$ cat src/rtl/pll_rst_pkg.sv
// Shared types and constants for the PLL lock supervisor / reset sequencer.
// Holds the sequencer state encoding, default timing constants and counter sizing helpers.
package pll_rst_pkg;

  typedef enum logic [2:0] {
    WAIT_LOCK = 3'd0,
    STABLE    = 3'd1,
    PLL_RESET = 3'd2,
    RELEASE   = 3'd3,
    RUN       = 3'd4
  } state_e;

  localparam int DEF_LOCK_STABLE_CYC  = 1024;
  localparam int DEF_LOCK_TIMEOUT_CYC = 500000;
  localparam int DEF_PLL_RST_CYC      = 64;
  localparam int DEF_STAGE_DLY_CYC    = 16;
  localparam int DEF_CNT_W            = 8;

  // Width of a counter that must reach max_val-1; never narrower than one bit.
  function automatic int cnt_width(input int max_val);
    int w;
    w = $clog2(max_val);
    return (w < 1) ? 1 : w;
  endfunction

  function automatic int max4(input int a, input int b, input int c, input int d);
    int m;
    m = a;
    if (b > m) m = b;
    if (c > m) m = c;
    if (d > m) m = d;
    return m;
  endfunction

endpackage

$ cat src/rtl/pll_rst_seq_sync_2ff.sv
// Two-flop synchronizer for asynchronous status bits, one independent chain per bit.
// Clears to zero on the asynchronous reset.
module sync_2ff #(
  parameter int W = 1
) (
  input  logic         clk,
  input  logic         rst,
  input  logic [W-1:0] d_i,
  output logic [W-1:0] q_o
);

  logic [W-1:0] meta_q;
  logic [W-1:0] sync_q;

  for (genvar gi = 0; gi < W; gi++) begin : g_bit
    always_ff @(posedge clk or posedge rst) begin
      if (rst) begin
        meta_q[gi] <= 1'b0;
        sync_q[gi] <= 1'b0;
      end else begin
        meta_q[gi] <= d_i[gi];
        sync_q[gi] <= meta_q[gi];
      end
    end
  end

  assign q_o = sync_q;

endmodule

$ cat src/rtl/pll_rst_seq.sv
// PLL lock supervisor: qualifies lock, releases staged resets, retries the PLL on
// lock timeout and keeps saturating loss/retry counters for status registers.
module pll_rst_seq
  import pll_rst_pkg::*;
#(
  parameter int LOCK_STABLE_CYC  = DEF_LOCK_STABLE_CYC,
  parameter int LOCK_TIMEOUT_CYC = DEF_LOCK_TIMEOUT_CYC,
  parameter int PLL_RST_CYC      = DEF_PLL_RST_CYC,
  parameter int STAGE_DLY_CYC    = DEF_STAGE_DLY_CYC,
  parameter int CNT_W            = DEF_CNT_W
) (
  input  logic             clk,
  input  logic             rst,
  input  logic             pll_lock,
  output logic             pll_rst,
  output logic             sys_rst,
  output logic             cl_rst,
  output logic             lock_ok,
  output logic [CNT_W-1:0] loss_cnt,
  output logic [CNT_W-1:0] retry_cnt
);

  localparam int MAX_CYC = max4(LOCK_STABLE_CYC, LOCK_TIMEOUT_CYC, PLL_RST_CYC, STAGE_DLY_CYC);
  localparam int CW      = cnt_width(MAX_CYC);

  localparam logic [CW-1:0] STB_LAST = CW'(LOCK_STABLE_CYC - 1);
  localparam logic [CW-1:0] TMO_LAST = CW'(LOCK_TIMEOUT_CYC - 1);
  localparam logic [CW-1:0] PRC_LAST = CW'(PLL_RST_CYC - 1);
  localparam logic [CW-1:0] STG_LAST = CW'(STAGE_DLY_CYC - 1);

  logic             lock_s;
  state_e           state_q;
  logic [CW-1:0]    cnt_q;
  logic             pll_rst_q;
  logic             sys_rst_q;
  logic             cl_rst_q;
  logic             lock_ok_q;
  logic [CNT_W-1:0] loss_q;
  logic [CNT_W-1:0] retry_q;

  sync_2ff #(.W(1)) u_lock_sync (
    .clk (clk),
    .rst (rst),
    .d_i (pll_lock),
    .q_o (lock_s)
  );

  // One shared counter serves timeout, stable, pulse and stage timing; it clears
  // on every state transition so each state sees it start from zero.
  always_ff @(posedge clk or posedge rst) begin
    if (rst) begin
      state_q   <= WAIT_LOCK;
      cnt_q     <= '0;
      pll_rst_q <= 1'b0;
      sys_rst_q <= 1'b1;
      cl_rst_q  <= 1'b1;
      lock_ok_q <= 1'b0;
      loss_q    <= '0;
      retry_q   <= '0;
    end else begin
      cnt_q <= cnt_q + CW'(1);
      case (state_q)
        WAIT_LOCK: begin
          if (lock_s) begin
            state_q <= STABLE;
            cnt_q   <= '0;
          end else if (cnt_q == TMO_LAST) begin
            state_q   <= PLL_RESET;
            cnt_q     <= '0;
            pll_rst_q <= 1'b1;
            if (retry_q != '1) retry_q <= retry_q + CNT_W'(1);
          end
        end
        STABLE: begin
          // A drop here is just an unqualified lock, not a loss; it wins over completion.
          if (!lock_s) begin
            state_q <= WAIT_LOCK;
            cnt_q   <= '0;
          end else if (cnt_q == STB_LAST) begin
            state_q   <= RELEASE;
            cnt_q     <= '0;
            sys_rst_q <= 1'b0;
            lock_ok_q <= 1'b1;
          end
        end
        PLL_RESET: begin
          if (cnt_q == PRC_LAST) begin
            state_q   <= WAIT_LOCK;
            cnt_q     <= '0;
            pll_rst_q <= 1'b0;
          end
        end
        RELEASE, RUN: begin
          if (!lock_s) begin
            state_q   <= WAIT_LOCK;
            cnt_q     <= '0;
            sys_rst_q <= 1'b1;
            cl_rst_q  <= 1'b1;
            lock_ok_q <= 1'b0;
            if (loss_q != '1) loss_q <= loss_q + CNT_W'(1);
          end else if (state_q == RELEASE && cnt_q == STG_LAST) begin
            state_q  <= RUN;
            cnt_q    <= '0;
            cl_rst_q <= 1'b0;
          end else if (state_q == RUN) begin
            cnt_q <= cnt_q;
          end
        end
        default: begin
          state_q   <= WAIT_LOCK;
          cnt_q     <= '0;
          pll_rst_q <= 1'b0;
          sys_rst_q <= 1'b1;
          cl_rst_q  <= 1'b1;
          lock_ok_q <= 1'b0;
        end
      endcase
    end
  end

  assign pll_rst   = pll_rst_q;
  assign sys_rst   = sys_rst_q;
  assign cl_rst    = cl_rst_q;
  assign lock_ok   = lock_ok_q;
  assign loss_cnt  = loss_q;
  assign retry_cnt = retry_q;

endmodule

$ cat config.mk
export PLATFORM = sky130hd
export DESIGN_NAME = pll_rst_seq
export DESIGN_NICKNAME = d
export VERILOG_FILES = /design/src/rtl/pll_rst_pkg.sv /design/src/rtl/pll_rst_seq_sync_2ff.sv /design/src/rtl/pll_rst_seq.sv
export SDC_FILE = /design/constraint.sdc
export NUM_CORES = 1
export LEC_CHECK = 0
export ABC_AREA = 1
export BUFFER_PORTS_ARGS = -buffer_cell sky130_fd_sc_hd__buf_4
export CAP_MARGIN = 20
export CORE_UTILIZATION = 59
export DETAILED_ROUTE_END_ITERATION = 8
export PLACE_DENSITY = 0.79
export SYNTH_ARGS = -nofsm -noshare
export SYNTH_HDL_FRONTEND = slang
export SYNTH_HIERARCHICAL = 1
export SYNTH_SLANG_ARGS = --single-unit
$ cat constraint.sdc
create_clock -name clk -period 2.1 [get_ports clk]
set_clock_uncertainty 0.2 [all_clocks]
set_input_delay 0.42 -clock clk [delete_from_list [all_inputs] [get_ports clk]]
set_output_delay 0.42 -clock clk [all_outputs]
set_load 0.01 [all_outputs]
After elaboration in Yosys (flattened, before gate mapping)
Cells that the tools add are included.
- output and inout port bits: 20
- bits in registers: 44
- input port bits: 3
- logic and storage cells: 81
- add/sub/neg operators: 3
- reductions and logical operators: 12
- equality and inequality tests: 20
- bitwise gates (word level): 4
- multiplexer cells: 32
- operators with widths (kind ; number):
    2-to-1 mux 19 bit ; 8
    one-hot mux 19 bit (4 select lines) ; 1
    2-to-1 mux 3 bit ; 7
    adder 19 x 1 -> 19 bit (second input constant) ; 1
    == test 19 x 10 -> 1 bit (second input constant) ; 1
    == test 19 bit (second input constant) ; 1
    == test 19 x 4 -> 1 bit (second input constant) ; 1
    == test 19 x 6 -> 1 bit (second input constant) ; 1
    adder 8 x 1 -> 8 bit (second input constant) ; 2
    != test 8 bit (second input constant) ; 2
    AND reduction 4 bit ; 4
    one-hot mux 3 bit (4 select lines) ; 1
    2-to-1 mux 1 bit ; 11
    != test 2 bit (second input constant) ; 5
    one-hot mux 1 bit (3 select lines) ; 3
    == test 3 x 2 -> 1 bit (second input constant) ; 2
    != test 3 bit (second input constant) ; 2
    OR reduction 3 bit ; 2
    != test 4 bit (second input constant) ; 1
    NOT 1 bit ; 4
    OR reduction 2 bit ; 2
    == test 3 x 1 -> 1 bit (second input constant) ; 1
    == test 3 bit (second input constant) ; 1
    logical NOT 3 bit ; 1
    6 further kinds ; 6

Longest topological paths before layout
Gate-level depths: netlist of run 1.
- word-level depth: 5
- gate-level depth with buffers: 12
- mapped depth without buffers: 12

Hierarchy
The synthesis of run 1 kept the hierarchy.
- modules (own cells, without submodules) (module ; instances ; area an instance (µm²) ; seq. area each (µm²) ; cells an instance):
    pll_rst_seq ; 1 ; 2562.5 ; 1053.5 ; 337
    sync_2ff ; 1 ; 53.8 ; 50.0 ; 3

Worst setup path after synthesis of run 1
No wires, ideal clock.
- path kind: register -> register
- start point: reg cnt_q[0]
- end point: reg cnt_q[14]
- setup time: 0.118 ns
- clock period less this slack: 1.755 ns
- slack: 0.345 ns
- stages on the path, launching flop included: 12
- buffers on the path: 1
- arrival: 1.437 ns
- data required time: 1.782 ns
- path through: dfrtp_1 ha_1 nand2_1 nor2_1 nand2_1 nor2_1 nand2_1 nand2_1 nand2_2 nor2_8 buf_8 nor2_1
- longest elaborated chain between the ends: 5
- elaborated cells between the ends (all ways): 16
- those cells by class: add/sub (1); eq/ne (5); mux (9); reduce/logical (1)
- ends and longest elaborated chain (item ; RTL line ; RTL):
    start, declared ; pll_rst_seq.sv:33 ; logic [CW-1:0] cnt_q;
    start signal, assigned ; pll_rst_seq.sv:61 ; cnt_q <= cnt_q + CW'(1);
    start signal, assigned ; pll_rst_seq.sv:106 ; cnt_q <= cnt_q;
    adder 19 x 1 -> 19 bit / == test 19 x 4 -> 1 bit (equally long branches) ; pll_rst_seq.sv:61, pll_rst_seq.sv:101 ;
    2-to-1 mux 19 bit / logical AND 1 bit (equally long branches) ; pll_rst_seq.sv:105, pll_rst_seq.sv:101 ;
    2-to-1 mux 19 bit ; pll_rst_seq.sv:101 ; end else if (state_q == RELEASE && cnt_q == STG_LAST) begin
    2-to-1 mux 19 bit ; pll_rst_seq.sv:94 ; if (!lock_s) begin
    one-hot mux 19 bit (4 select lines) ; pll_rst_seq.sv:62 ; case (state_q)
Parallel ways exist; a longest one is shown, timed or not. The select of a mux whose other input is x is not followed.
A chain may end at the register's enable or synchronous reset.

Final worst setup path of run 1
- start point: reg cnt_q[0]
- end point: reg state_q[1]
- longest elaborated chain between the ends: 4
- elaborated cells between the ends (all ways): 10
- those cells by class: eq/ne (8); reduce/logical (2)
- ends and longest elaborated chain (item ; RTL line ; RTL):
    == test 19 x 4 -> 1 bit ; pll_rst_seq.sv:101 ;
    logical AND 1 bit ; pll_rst_seq.sv:101 ;
    != test 3 bit (no source line) ; -- ;
    AND reduction 4 bit (no source line) (*) ; -- ;
    end signal, assigned ; pll_rst_seq.sv:95 ; state_q <= WAIT_LOCK;
    end signal, assigned ; pll_rst_seq.sv:102 ; state_q <= RUN;
    end signal, assigned ; pll_rst_seq.sv:110 ; state_q <= WAIT_LOCK;
    end, declared ; pll_rst_seq.sv:32 ; state_e state_q;
Mark *: on every way between the ends. The rest lies on a longest branch, timed or not.

==> results of run 1 <==
-- power groups by stage --
| stage | Clock [mW] | Combinational, mW | Sequential (mW) |
|---|---|---|---|
| after detailed placement | 0 | 0.841 | 1.10 |
| after floorplan | 0 | 0.628 | 1.11 |
| after global placement | 0 | 0.819 | 1.10 |
| after global routing | 0.688 | 1.10 | 1.11 |
| final | 0.647 | 1.00 | 1.09 |
| after CTS | 0.659 | 0.850 | 1.08 |
-- worst max-delay path: cells and delay by family, from the launching register on --
| family | cells | cell delay, ns |
|---|---|---|
| DFF | 1 | 0.40 |
| and+or+nand+nor | 9 | 0.97 |
| AOI/OAI and AO/OA | 1 | 0.13 |
| adders and majority gates | 1 | 0.23 |
-- placed cells by master, fill, tap and decap left out, types with 6 or more instances in the layout --
| cell type | instances |
|---|---|
| nor2_2 | 6 |
| o21ai_1 | 11 |
| nor2_1 | 52 |
| xor2_1 | 12 |
| nand4_1 | 11 |
| o21ai_0 | 7 |
| nand3_1 | 24 |
| inv_1 | 37 |
| nand2_1 | 77 |
| dfrtp_1 | 42 |
| buf_4 | 27 |
| xnor2_1 | 9 |
| nor3_1 | 7 |
-- flip-flops by register name, indices dropped and copies added, names as in the netlist --
name,count
loss_cnt,8
retry_cnt,8
lock_ok,1
u_lock_sync/meta_q,1
sys_rst,1
u_lock_sync/q_o,1
state_q,3
pll_rst,1
cnt_q,19
cl_rst,1
-- worst min-delay path by stage --
| stage | cells past startpoint | start | slack, ns | to |
|---|---|---|---|---|
| after CTS | 1 | pll_lock | 0.03 | u_lock_sync/meta_q$_DFF_PP0_ |
| final | 1 | pll_lock | 0.03 | u_lock_sync/meta_q$_DFF_PP0_ |
| after detailed placement | 2 | rst | 0.09 | u_lock_sync/meta_q$_DFF_PP0_ |
| after floorplan | 1 | rst | -0.04 | u_lock_sync/meta_q$_DFF_PP0_ |
| after global placement | 2 | rst | 0.09 | u_lock_sync/meta_q$_DFF_PP0_ |
| after global routing | 1 | pll_lock | 0.02 | u_lock_sync/meta_q$_DFF_PP0_ |
-- cell families after synthesis --
| logic type | count (synthesis) |
|---|---|
| buf+inv | 47 |
| simple gates | 199 |
| xor+xnor | 21 |
| fa+ha+maj | 3 |
| compound gates | 26 |
| flops | 44 |
-- metrics by stage --
step | instances | utilization (%) | cell area [µm²] | power, mW
3_3_place_gp | 411 | 68.9 | 2830 | 1.92
3_5_place_dp | 411 | 68.9 | 2830 | 1.94
2_1_floorplan | 340 | - | 2620 | 1.74
6_report | 423 | 73.6 | 3030 | 2.74
5_1_grt | 423 | 73.6 | 3030 | 2.90
4_1_cts | 420 | 71.8 | 2960 | 2.59
-- what timing repair did --
item | CTS | global route
endpoints found under the setup margin | 0 | 28
resized for setup | 0 | 8
hold buffers | 1 | 0
buffers inserted | 0 | 3
endpoints found under the hold margin | 2 | 0
-- per-layer routing --
| metal | global-route usage, % | vias up | share of wire [%] |
|---|---|---|---|
| met3 | 5.76 | 11 | 3.6 |
| met4 | 9.11 | 0 | 1.8 |
| li1 | - | 1145 | - |
| met1 | 33.2 | 1079 | 47 |
| met5 | 0 | - | 0 |
| met2 | 40.1 | 59 | 47 |
-- area by class of cell --
| class | count | area [µm²] | area share, % |
|---|---|---|---|
| Clock buffer | 5 | 68.8 | 2.27 |
| Inverter | 42 | 158 | 5.20 |
| Sequential cell | 44 | 1100 | 36.4 |
| Tap cell | 50 | 62.6 | 2.06 |
| Clock inverter | 3 | 42.5 | 1.40 |
| Timing Repair Buffer | 30 | 253 | 8.34 |
| Multi-Input combinational cell | 249 | 1340 | 44.3 |
==> flow_metrics.env, run 1 <==
export IMPL_outcome="completed"
export IMPL_synthAdderAreaFrac_pct=1.43
export IMPL_async_reset_ff_share_pct=100
export IMPL_powerDensity_nw_per_um2=904
export IMPL_insertedDiodeCount=0
export IMPL_synth_top_area_share_pct=40.2
export IMPL_crit_path_start_kind="flip-flop"
export IMPL_cts_sinks=44
export IMPL_htree_levels=2
export IMPL_die_w_um=68.6
export IMPL_drtIter0Drc=136
export IMPL_overflow=0
export IMPL_cts_tree="done"
export IMPL_netSwitchingFraction_pct=36.0
export IMPL_seq_power_share_pct=39.8
export IMPL_relSlewSlack_pct=63.7
export IMPL_die_area_um2=4700
export IMPL_dp_slack_ns=0.0893
export IMPL_synth_edf_count=0
export IMPL_whs_ns=0.0290
export IMPL_internal_power_mw=1.75
export IMPL_synth_nets=346
export IMPL_drv_cap=0
export IMPL_synth_xor_area_share_pct=7.03
export IMPL_clk_latency_ns=0.30
export IMPL_synth_seq_cells=44
export IMPL_irDropWorstVdd_uv=809
export IMPL_synth_area_um2=2620
export IMPL_yosysSeqAreaShare_pct=42.2
export IMPL_yosys_top_cells_count="nand2_1, nor2_1, dfrtp_1, inv_1, nand3_1"
export IMPL_max_freq_mhz=501
export IMPL_worst_slack_ns=0.105
export IMPL_combPwrFrac_pct=36.6
export IMPL_synthFlopType="dfrtp_1"
export IMPL_synth_simple_area_share_pct=36.3
export IMPL_fin_crit_sh_pct=95.0
export IMPL_setup_viol=0
export IMPL_core_area_um2=4120
export IMPL_layout_drive_gt1_share_pct=19.3
export IMPL_p_clk_share_pct=23.6
export IMPL_antenna_found_initial=0
export IMPL_slew_violations=0
export IMPL_cts_root_buffer="clkbuf_8"
export IMPL_fill_cells=311
export IMPL_critPathMaxStageDelay_ns=0.40
export IMPL_numPortBuffers=22
export IMPL_layout_min_cycle_time_ns=1.99
export IMPL_grt_util_all_layers_pct=25.1
export IMPL_critical_path_endpoint="state_q[1]$_DFFE_PP0P_"
export IMPL_worst_setup_path_end_kind="flip-flop"
export IMPL_drc=0
export IMPL_place_congestion=0.882
export IMPL_tightestPinTransition_ns=0.541
export IMPL_grt_pass1_wl_um=8710
export IMPL_synth_top_family_by_area="simple AND/OR/NAND/NOR gates"
export IMPL_synth_area_leader_cell="dfrtp_1"
export IMPL_wl_um=5410
export IMPL_yosys_warnings=6
export IMPL_via_count=2294
export IMPL_synth_cell_type_count=33
export IMPL_cts_inserted_buffers=5
export IMPL_r2r_start="cnt_q[0]$_DFFE_PP0P_"
export IMPL_finalNetCount=378
export IMPL_dp_hpwl_um=3770
export IMPL_crit_arrival_ns=2.03
export IMPL_syn_to_final_growth_pct=15.8
export IMPL_crit_slowest_cell="dfrtp_1"
export IMPL_fin_tns_setup_ns=0
export IMPL_r2r_end="state_q[1]$_DFFE_PP0P_"
export IMPL_avgSynthCellArea_um2=7.69
export IMPL_rows=23
export IMPL_yosys_top_cells_area="dfrtp_1, nand2_1, nor2_1, inv_1, nand3_1"
export IMPL_r2r_slack_ns=0.11
export IMPL_switchingPower_mw=0.986
export IMPL_synth_area_mux_share_pct=0
export IMPL_required_ns=2.13
export IMPL_initial_core_util_pct=63.6
export IMPL_synth_cells=340
export IMPL_antenna_left=0
export IMPL_clk_pin_slew_ns=0.08
export IMPL_hold_viol=0
export IMPL_setup_worst_path_start="cnt_q[0]$_DFFE_PP0P_"
export IMPL_path_class="reg -> reg"
export IMPL_post_drt_wl_per_cell_um=12.8
export IMPL_die_h_um=68.6
export IMPL_via_per_inst=5.42
export IMPL_clk_path_buf_depth=2
export IMPL_grt_max_degree=43
export IMPL_hold_class="in -> reg"
export IMPL_rr_worst_depth=11
export IMPL_path_cells="ha_2 > nand2_2 > nor2_2 > nand2_2 > nor2_2 > nand2_1 > nand2_1 > nand2_2 > nor2_8 > o21ai_0 > nand2_1"
export IMPL_num_io_pins=23
export IMPL_first_global_vias=2033
export IMPL_synth_compound_area_share_pct=5.45
export IMPL_synth_most_common_cell="nand2_1"
export IMPL_power_leakage_nw=1.42
export IMPL_cp_max_fo=4
export IMPL_drtPass1Iterations=4
Note: power is estimated with default switching activity, not from simulation.
==> inputs of run 2 (changes only) <==
CELL_PAD_IN_SITES_DETAIL_PLACEMENT = 0   (was unset)
CELL_PAD_IN_SITES_GLOBAL_PLACEMENT = 1   (was unset)
CORE_ASPECT_RATIO = 0.8   (was unset)
CORE_UTILIZATION = 44   (was 59)
MAX_ROUTING_LAYER = met4   (was unset)
PLACE_DENSITY = unset   (was 0.79)
PLACE_DENSITY_LB_ADDON = 0.1   (was unset)
==> run 2 against run 1 <==
  * Sequential power barely moved
  * Count of clock-buffer cells in the layout is 1 higher
  * Die area rose by 33%
  * Cell count rose by 7.1%
  * Sequential cell count did not move
  * Largest power group unchanged
  * Combinational power is 5% lower
  * Critical path depth down 4
  * Highest routed layer unchanged
  * Sequential share of layout area about the same
  * Setup slack better by 0.065 ns
  * Register-to-register slack gained 0.06 ns
  * Critical endpoint is now retry_cnt[0]$_DFFE_PP0P_
  * Routed wire length is 2.7% higher
==> flow_metrics.env, run 2 (synthesis gave the netlist of run 1 again) <==
export IMPL_insertedDiodeCount=0
export IMPL_num_io_pins=23
export IMPL_layout_drive_gt1_share_pct=18.7
export IMPL_first_global_vias=1952
export IMPL_hold_viol=0
export IMPL_fin_crit_sh_pct=91.9
export IMPL_layout_min_cycle_time_ns=1.93
export IMPL_path_cells="ha_1 > nand2_1 > nor2_2 > nand4_1 > nor2_2 > nand3_2 > xnor2_1"
export IMPL_required_ns=2.08
export IMPL_powerDensity_nw_per_um2=852
export IMPL_drtIter0Drc=147
export IMPL_irDropWorstVdd_uv=667
export IMPL_clk_path_buf_depth=2
export IMPL_numPlacedInstances=442
export IMPL_die_w_um=88.2
export IMPL_htree_levels=2
export IMPL_numPortBuffers=22
export IMPL_crit_path_frequent_cell="nor2_2"
export IMPL_cts_tree="done"
export IMPL_slew_violations=0
export IMPL_cp_max_fo=9
export IMPL_syn_to_final_growth_pct=15.7
export IMPL_die_h_um=71.0
export IMPL_cts_root_buffer="clkbuf_8"
export IMPL_drv_cap=0
export IMPL_setup_viol=0
export IMPL_fin_cells=453
export IMPL_crit_path_start_kind="flip-flop"
export IMPL_fin_tns_setup_ns=0
export IMPL_post_drt_wl_per_cell_um=12.3
export IMPL_critPathMaxStageDelay_ns=0.38
export IMPL_relSlewSlack_pct=64.1
export IMPL_clk_pin_slew_ns=0.08
export IMPL_max_freq_mhz=518
export IMPL_cpLargestDelayFamily="simple AND/OR/NAND/NOR gates"
export IMPL_power_leakage_nw=1.42
export IMPL_fill_cells=565
export IMPL_tightestPinTransition_ns=0.539
export IMPL_core_area_um2=5590
export IMPL_final_common_cell="nand2_1"
export IMPL_outcome="completed"
export IMPL_cts_inserted_buffers=5
export IMPL_path_class="reg -> reg"
export IMPL_final_cell_mix="nand2_1, nor2_1, dfrtp_1"
export IMPL_clk_latency_ns=0.29
export IMPL_worst_setup_path_end_kind="flip-flop"
export IMPL_largest_reg_flops=19
export IMPL_overflow=0
export IMPL_die_area_um2=6260
export IMPL_dp_hpwl_um=4110
export IMPL_rsz0062_at_grt="false"
export IMPL_drtPass1Iterations=4
export IMPL_cts_sinks=44
export IMPL_wl_um=5560
export IMPL_antenna_left=0
export IMPL_via_count=2208
export IMPL_finalNetCount=380
export IMPL_antenna_found_initial=0
export IMPL_hold_class="in -> reg"
export IMPL_rows=24
export IMPL_crit_arrival_ns=1.91
export IMPL_via_per_inst=4.87
export IMPL_crit_slowest_cell="dfrtp_1"
export IMPL_place_congestion=0.858
export IMPL_largest_register="cnt_q"
export IMPL_grt_util_all_layers_pct=20.1
export IMPL_drc=0
export IMPL_grt_pass1_wl_um=9410
export IMPL_worst_path_buf_inv=0
export IMPL_grt_max_degree=43
export IMPL_initial_core_util_pct=46.8
[run 2: final timing paths]
kind / from / to / slack (ns) / depth (start not counted)
max: cnt_q[1]$_DFFE_PP0P_ / retry_cnt[0]$_DFFE_PP0P_ / 0.17 / 7
min: pll_lock / u_lock_sync/meta_q$_DFF_PP0_ / 0.03 / 1
max reg2reg: cnt_q[1]$_DFFE_PP0P_ / retry_cnt[0]$_DFFE_PP0P_ / 0.17 / 7
min reg2reg: u_lock_sync/meta_q$_DFF_PP0_ / u_lock_sync/q_o$_DFF_PP0_ / 0.16 / 0
max in group asynchronous: rst / cl_rst$_DFFE_PP1P_ / 0.72 / 4
min in group asynchronous: rst / u_lock_sync/meta_q$_DFF_PP0_ / 0.33 / 3
[run 2: through the flow]
step           power, mW  setup slack (ns)  util (%)  hold slack (ns)  cell area [µm²]
3_3_place_gp        1.96             0.147      51.8           0.0899             2890
5_1_grt             2.76           0.00629      54.2           0.0185             3030
2_1_floorplan       1.74             0.345         -          -0.0388             2620
6_report            2.58             0.170      54.2           0.0312             3030
4_1_cts             2.54            0.0429      53.6           0.0180             2990
3_5_place_dp        1.97            0.0571      51.8           0.0926             2890
[run 2: cell type report]
cell class / instances / area (µm²) / share of cell area [%]
Multi-Input combinational cell: 249 / 1320 / 43.6
Clock buffer: 6 / 82.6 / 2.73
Clock inverter: 2 / 10.0 / 0.331
Tap cell: 78 / 97.6 / 3.22
Timing Repair Buffer: 32 / 255 / 8.43
Inverter: 42 / 158 / 5.21
Sequential cell: 44 / 1100 / 36.5
[run 2: routing by layer]
| layer | global-route usage [%] | up-vias | routed length, µm |
|---|---|---|---|
| met2 | 27.6 | 38 | 2360 |
| met1 | 30.8 | 1015 | 2920 |
| met5 | - | - | 0 |
| met4 | 3.76 | 0 | 36 |
| met3 | 3.85 | 4 | 239 |
| li1 | - | 1151 | - |
[run 2: power by group]
group	switching (mW)	total (mW)	internal, mW
logic	0.553	0.948	0.395
clock network	0.285	0.547	0.263
registers	0.116	1.08	0.967
total	0.954	2.58	1.62
[run 2: timing repair]
action	CTS	global route
resized for setup	0	2
hold buffers	1	0
setup buffers	0	2
setup endpoints to repair	0	24
hold endpoints to repair	2	0
